<file path="config.mk">
export PLATFORM = sky130hd
export DESIGN_NAME = backup_row_packer
export DESIGN_NICKNAME = d
export VERILOG_FILES = /design/src/rtl/backup_row_packer_pkg.sv /design/src/rtl/backup_row_packer_row_pad_splitter.sv /design/src/rtl/backup_row_packer.sv
export SDC_FILE = /design/constraint.sdc
export NUM_CORES = 2
export LEC_CHECK = 0
export CAP_MARGIN = 20
export CORE_AREA = 2 2 555 557
export DETAILED_ROUTE_END_ITERATION = 10
export DIE_AREA = 0 0 557 559
export PLACE_DENSITY = 0.44
export SYNTH_ARGS = -nofsm -noshare
export SYNTH_HDL_FRONTEND = slang
export SYNTH_HIERARCHICAL = 1
export SYNTH_SLANG_ARGS = --single-unit
</file>
<file path="constraint.sdc">
create_clock -name clock -period 5.6 [get_ports clock]
set_input_delay 1.12 -clock clock [delete_from_list [all_inputs] [get_ports clock]]
set_output_delay 1.12 -clock clock [all_outputs]
set_load 0.005 [all_outputs]
</file>
<file path="src/rtl/backup_row_packer_pkg.sv">
// Shared types and width constants for the input-backup row packer.
package backup_row_packer_pkg;
  localparam int GROUP   = 16;
  localparam int MEM_W   = 32;
  localparam int MAX_K   = 7;
  localparam int SHIFT   = 16;
  localparam int FW      = 8;
  localparam int MAX_STR = 2;

  localparam int PACK_LANES   = GROUP * MAX_STR;
  localparam int PACK_ROW_W   = $clog2(MAX_K);
  localparam int PACK_WID_W   = $clog2(MEM_W + 1);
  localparam int PACK_PAD_W   = $clog2(GROUP + 1);
  localparam int PACK_STR_W   = $clog2(MAX_STR + 1);
  localparam int PACK_ARITH_W = $clog2(MEM_W + 2 * GROUP + 1);
  localparam int PACK_IDX_W   = $clog2(MEM_W);

  typedef logic signed [FW-1:0] feature_t;
  typedef logic [MEM_W-1:0][FW-1:0] mem_row_t;
  typedef logic [PACK_LANES-1:0][FW-1:0] lanes_t;
  typedef logic [SHIFT-1:0][FW-1:0] backup_row_t;
  typedef logic [MAX_K-1:0][SHIFT-1:0][FW-1:0] backup_bank_t;

  typedef struct packed {
    logic [PACK_ROW_W-1:0] row;
    logic [PACK_WID_W-1:0] width;
    logic [PACK_PAD_W-1:0] lpad;
    logic [PACK_PAD_W-1:0] rpad;
    logic [PACK_STR_W-1:0] stride;
  } backup_cmd_t;

  // Padded-row element at position p: FIFO data inside the window, zero elsewhere.
  function automatic feature_t pick(input mem_row_t row, input logic [PACK_ARITH_W-1:0] p,
                                    input logic [PACK_ARITH_W-1:0] lpad,
                                    input logic [PACK_ARITH_W-1:0] width);
    logic [PACK_ARITH_W-1:0] off;
    off = p - lpad;
    if (p >= lpad && p < lpad + width && off < PACK_ARITH_W'(MEM_W))
      return feature_t'(row[off[PACK_IDX_W-1:0]]);
    return '0;
  endfunction
endpackage

</file>
<file path="src/rtl/backup_row_packer_row_pad_splitter.sv">
// Splits one padded FIFO row into the array lanes and the shift-backup tail.
import backup_row_packer_pkg::*;

module row_pad_splitter (
  input  mem_row_t    row,
  input  backup_cmd_t cmd,
  output lanes_t      lanes,
  output backup_row_t tail,
  output logic        ovf
);
  logic [PACK_ARITH_W-1:0] stride_eff, a_len, t_len, lpad, width;
  logic unused_row;

  assign unused_row = ^cmd.row;
  // Out-of-range strides fall back to 1.
  assign stride_eff = (cmd.stride == '0 || cmd.stride > PACK_STR_W'(MAX_STR))
                      ? PACK_ARITH_W'(1) : PACK_ARITH_W'(cmd.stride);
  assign a_len = PACK_ARITH_W'(GROUP) * stride_eff;
  assign lpad  = PACK_ARITH_W'(cmd.lpad);
  assign width = PACK_ARITH_W'(cmd.width);
  assign t_len = lpad + width + PACK_ARITH_W'(cmd.rpad);
  assign ovf   = t_len > a_len + PACK_ARITH_W'(SHIFT);

  for (genvar p = 0; p < PACK_LANES; p++) begin : g_lane
    assign lanes[p] = (PACK_ARITH_W'(p) < a_len) ? pick(row, PACK_ARITH_W'(p), lpad, width) : '0;
  end

  for (genvar i = 0; i < SHIFT; i++) begin : g_tail
    assign tail[i] = pick(row, a_len + PACK_ARITH_W'(i), lpad, width);
  end
endmodule

</file>
<file path="src/rtl/backup_row_packer.sv">
// Command FSM, output register and per-kernel-row shift backup bank.
import backup_row_packer_pkg::*;

module backup_row_packer (
  input  logic                          clock,
  input  logic                          resetN,
  input  logic                          cmd_valid,
  output logic                          cmd_ready,
  input  logic [PACK_ROW_W-1:0]         cmd_row,
  input  logic [PACK_WID_W-1:0]         cmd_width,
  input  logic [PACK_PAD_W-1:0]         cmd_lpad,
  input  logic [PACK_PAD_W-1:0]         cmd_rpad,
  input  logic [PACK_STR_W-1:0]         cmd_stride,
  input  logic [MEM_W*FW-1:0]           fifo_data,
  input  logic                          fifo_empty,
  output logic                          fifo_rd_en,
  output logic                          out_valid,
  input  logic                          out_ready,
  output logic [PACK_LANES*FW-1:0]      out_bus,
  output logic [PACK_ROW_W-1:0]         out_row,
  output logic [MAX_K*SHIFT*FW-1:0]     shift_backup,
  output logic                          ovf_err
);
  typedef enum logic [1:0] {IDLE, FETCH, OUT} state_t;

  state_t       state, state_nxt;
  backup_cmd_t  cmd_q;
  lanes_t       lanes, bus_q;
  backup_row_t  tail;
  backup_bank_t bank;
  logic         ovf, pop;

  row_pad_splitter u_split (
    .row   (mem_row_t'(fifo_data)),
    .cmd   (cmd_q),
    .lanes (lanes),
    .tail  (tail),
    .ovf   (ovf)
  );

  always_comb begin
    state_nxt = state;
    cmd_ready = 1'b0;
    out_valid = 1'b0;
    pop       = 1'b0;
    unique case (state)
      IDLE: begin
        cmd_ready = 1'b1;
        if (cmd_valid) state_nxt = FETCH;
      end
      FETCH: begin
        pop = ~fifo_empty;
        if (pop) state_nxt = OUT;
      end
      OUT: begin
        out_valid = 1'b1;
        if (out_ready) state_nxt = IDLE;
      end
      default: state_nxt = IDLE;
    endcase
  end

  // Gate with reset so an aborted FETCH cannot pop during the reset cycle.
  assign fifo_rd_en = pop & resetN;

  always_ff @(posedge clock) begin
    if (!resetN) state <= IDLE;
    else         state <= state_nxt;
  end

  always_ff @(posedge clock) begin
    if (!resetN) begin
      cmd_q   <= '0;
      bus_q   <= '0;
      out_row <= '0;
      bank    <= '0;
      ovf_err <= 1'b0;
    end else begin
      if (state == IDLE && cmd_valid)
        cmd_q <= '{row: cmd_row, width: cmd_width, lpad: cmd_lpad,
                   rpad: cmd_rpad, stride: cmd_stride};
      if (pop) begin
        bus_q   <= lanes;
        out_row <= cmd_q.row;
        for (int r = 0; r < MAX_K; r++)
          if (cmd_q.row == PACK_ROW_W'(r)) bank[r] <= tail;
        if (ovf) ovf_err <= 1'b1;
      end
    end
  end

  assign out_bus      = bus_q;
  assign shift_backup = bank;
endmodule
</file>
==> metrics.md <==
| Metric | Value |
|---|---|
| Number of distinct library cells after synthesis | 87 |
| Global-route wire length before repair | 586000 um |
| Share of cells above drive strength 1 | 14.1% |
| Final Hold Violating Endpoints | 0 |
| Total gr overflow | 0 |
| Port Buffers | 1440 |
| Slew HR | 13.3% |
| R2R Path End | shift_backup[572] |
| Row count | 203 |
| Hold buffers post-CTS | 0 |
| Buf+Inv Stages, Crit Path | 1 |
| Layout Skew | 117 ps |
| Clock-pin slew on the worst setup and hold paths | 60 ps |
| CTS buffer count | 149 |
| Nets@finish | 9021 |
| DR iter-0 viols | 6388 |
| RSZ-0062 raised after global routing | false |
| Hold Crit Start | out_bus[102] |
| Setup crit start | cmd_q[7] |
| Most used cell, CP | ha_1 |
| Critical Path End Type | register |
| Dpl hpwl | 360000 um |
| Global-route met3 utilization | 8.03% |
| Worst-Margin Slew | 1300 ps |
| Clock buffer depth | 4 |
| Vias in the first global route | 61894 |
| DR vias/cell | 5.01 |
| Crit path kind | register to register |
| CP Max Fanout | 8 |
| Peak supply drop | 0.209 mV |
| Maxcap violations | 0 |
| Max stage delay cell, worst path | o22ai_1 |
| Max incr delay on CP | 680 ps |
| Status | finished, final reports clean |
| Hold path cells | 2 |
| R2r setup slk | 10 ps |
| Initial antenna violation count | 127 |
| Vias post-DR | 64899 |
| Antenna-violating nets left | 0 |
| Final Power | 0.0273 W |
| Latest clock arrival within the worst-skew pair | 880 ps |
| R2R depth | 15 |
| DR WL/cell | 34.6 um |
| Synthesis-to-finish area growth | 41.0% |
| Remaining DRCs | 0 |
| Hold endpoint | out_bus[102] |
| Final WL | 448000 um |
| Ranking of synthesized cells by area | dfxtp_1 (36%), mux2i_1 (22%), nand2_1 (11%), mux2_2 (4.6%), mux4_2 (4.6%) |
| Maximum number of pins on one net before global-route repair | 248 |
| Top Usage Layer GRT | met2 |
| Synth area leader | dfxtp_1 |
| Min-Delay Path Class | register to register |
| Crit path max-delay family | compound AO/OA/AOI/OAI gates |
| Cells after synthesis | 7148 |
| Synthesized area per cell | 9.12 um^2 |
| Synth Cell Area | 65200 um^2 |
| Crit start category | register |
| CORE AREA | 305000 um^2 |
| Tcrit/Tclk final | 99.8% |
| Boundary pin count | 1441 |
| Met2 GRT Util | 43.0% |
| Sequential fraction of the synthesis area | 36.2% |
| Most common cell in the netlist | nand2_1 |
| Post-CTS sizing | 3 |
| Worst Slack Setup Final | 10.6 ps |
| EDFF count, synth | 0 |
| CP required | 6390 ps |
| CP arrival | 6380 ps |
| Global placement routability congestion | 1.00 |
| Leak Pwr | 37.5 nW |
| #FFs+latches synth | 1179 |
| Tmin final | 5590 ps |
| H-Tree Depth | 4 |
| Die width | 557 um |
| Fin. max-slew vios | 0 |
| DR pass1 iterations | 8 |
| CTS tree | built |
| Initial core utilization | 21.4% |
| Worst r2r src | cmd_q[7] |
| Main flop type after synthesis | dfxtp_1 |
| Overall Global Routing Usage | 27.5% |
| Post-CTS Setup Bufs | 0 |
| Die height | 559 um |
| Ys async rst share | 0% |
| Clock sink count | 1179 |
| Fmax | 179 MHz |
| Clock root cell | clkbuf_16 |
| DIE AREA | 311000 um^2 |
| Grt met1 use | 34.7% |
| Synth Warn # | 6 |
| Crit. path cell count | 15 |
| Most frequent cells after synthesis | nand2_1 (1910), mux2i_1 (1411), dfxtp_1 (1179), nor2_1 (275), mux2_2 (268) |
| Crit-path cells | ha_1 > fa_1 > a211oi_1 > nor2_2 > xor2_2 > ha_1 > and2_1 > a311oi_1 > a32o_1 > nand4b_1 > or2_2 > o22ai_1 > nand2_1 > buf_4 > mux2i_1 |
| Yosys top cell area share | 36.2% |
| P per Cell Area | 297 nW/um^2 |
| Syn_nets | 7488 |
| Final setup fails | 0 |
| Dpl ws | -345 ps |
[cells by family after synthesis]
family | after synthesis | synth area share [%]
muxes | 1811 | 30.9
AOI/OAI and AO/OA | 1020 | 11.4
buffers and inverters | 648 | 5.25
xor gates and xnor gates | 55 | 0.829
other | 1 | 0.00575
DFF | 1179 | 36.2
adders and majority gates | 58 | 1.15
and+or+nand+nor | 2376 | 14.3
[power breakdown]
group / total (W) / internal [W] / switching, W
registers: 0.00851 / 0.00846 / 0.0000522
clock network: 0.0100 / 0.00590 / 0.00410
logic: 0.00875 / 0.00287 / 0.00588
[through the flow]
step                      instances  hold slack (ps)  TNS (ps)  utilization, %  instance area (um^2)
after global placement        12623              443    -10870            28.4                 86700
after detailed placement      12630              445     -5110            28.4                 86700
after floorplan                7148              438         0               -                 65200
after global routing          12920              469         0            30.1                 91900
final                         12947              451         0            30.1                 91900
after CTS                     12892              453         0            30.1                 91800
[registers in the layout, indices dropped and copies added, names as in the netlist]
register / count
cmd_q: 21
out_bus: 256
out_row: 3
ovf_err: 1
shift_backup: 896
state: 2
[layout by cell type (no fill, tap or decap), types with 28 or more instances in the layout]
| cell type | instances |
|---|---|
| clkbuf_16 | 151 |
| nor2_1 | 273 |
| nand2_1 | 1900 |
| o21ai_0 | 51 |
| nand3_1 | 41 |
| diode_2 | 55 |
| o221ai_1 | 98 |
| a22oi_1 | 98 |
| clkdlybuf4s50_1 | 1439 |
| a21boi_0 | 85 |
| xnor2_1 | 28 |
| buf_4 | 420 |
| dfxtp_1 | 1175 |
| a21oi_1 | 98 |
| mux2_2 | 268 |
| a221oi_1 | 68 |
| clkbuf_1 | 32 |
| mux2i_1 | 1410 |
| inv_1 | 81 |
| o22ai_1 | 212 |
| clkbuf_8 | 37 |
| ha_1 | 54 |
| a21boi_1 | 206 |
| nor3_1 | 65 |
| buf_12 | 81 |
| mux4_2 | 132 |
[how the worst max path moves through the flow]
stage / to
detailed placement: shift_backup[446]
global placement: shift_backup[441]
CTS: shift_backup[440]
floorplan: shift_backup[480]
finish: shift_backup[572]
global route: shift_backup[572]
[worst register-to-register path, delay by kind of cell (launching register included)]
| family | cells | cell delay (ps) |
|---|---|---|
| compound gates | 4 | 1920 |
| xor+xnor | 1 | 240 |
| fa+ha+maj | 3 | 950 |
| buf+inv | 1 | 310 |
| flops | 1 | 340 |
| mux | 1 | 150 |
| simple gates | 5 | 1650 |
[metal layers]
metal	routed length, um	part of all wire, %
met2	199000	44
met1	188000	42
met5	512	0.11
met4	21800	4.9
met3	38900	8.7
[area by class of cell]
type | instances | area (um^2)
tap | 4100 | 5130
antenna | 55 | 138
timing repair buffer | 1944 | 19200
clock buffer | 220 | 4410
clock inverter | 42 | 599
sequential | 1179 | 23600
multi-input combinational | 5321 | 38500
inverter | 86 | 323
fill | 32111 | 213000
Note: power is estimated with default switching activity, not from simulation.
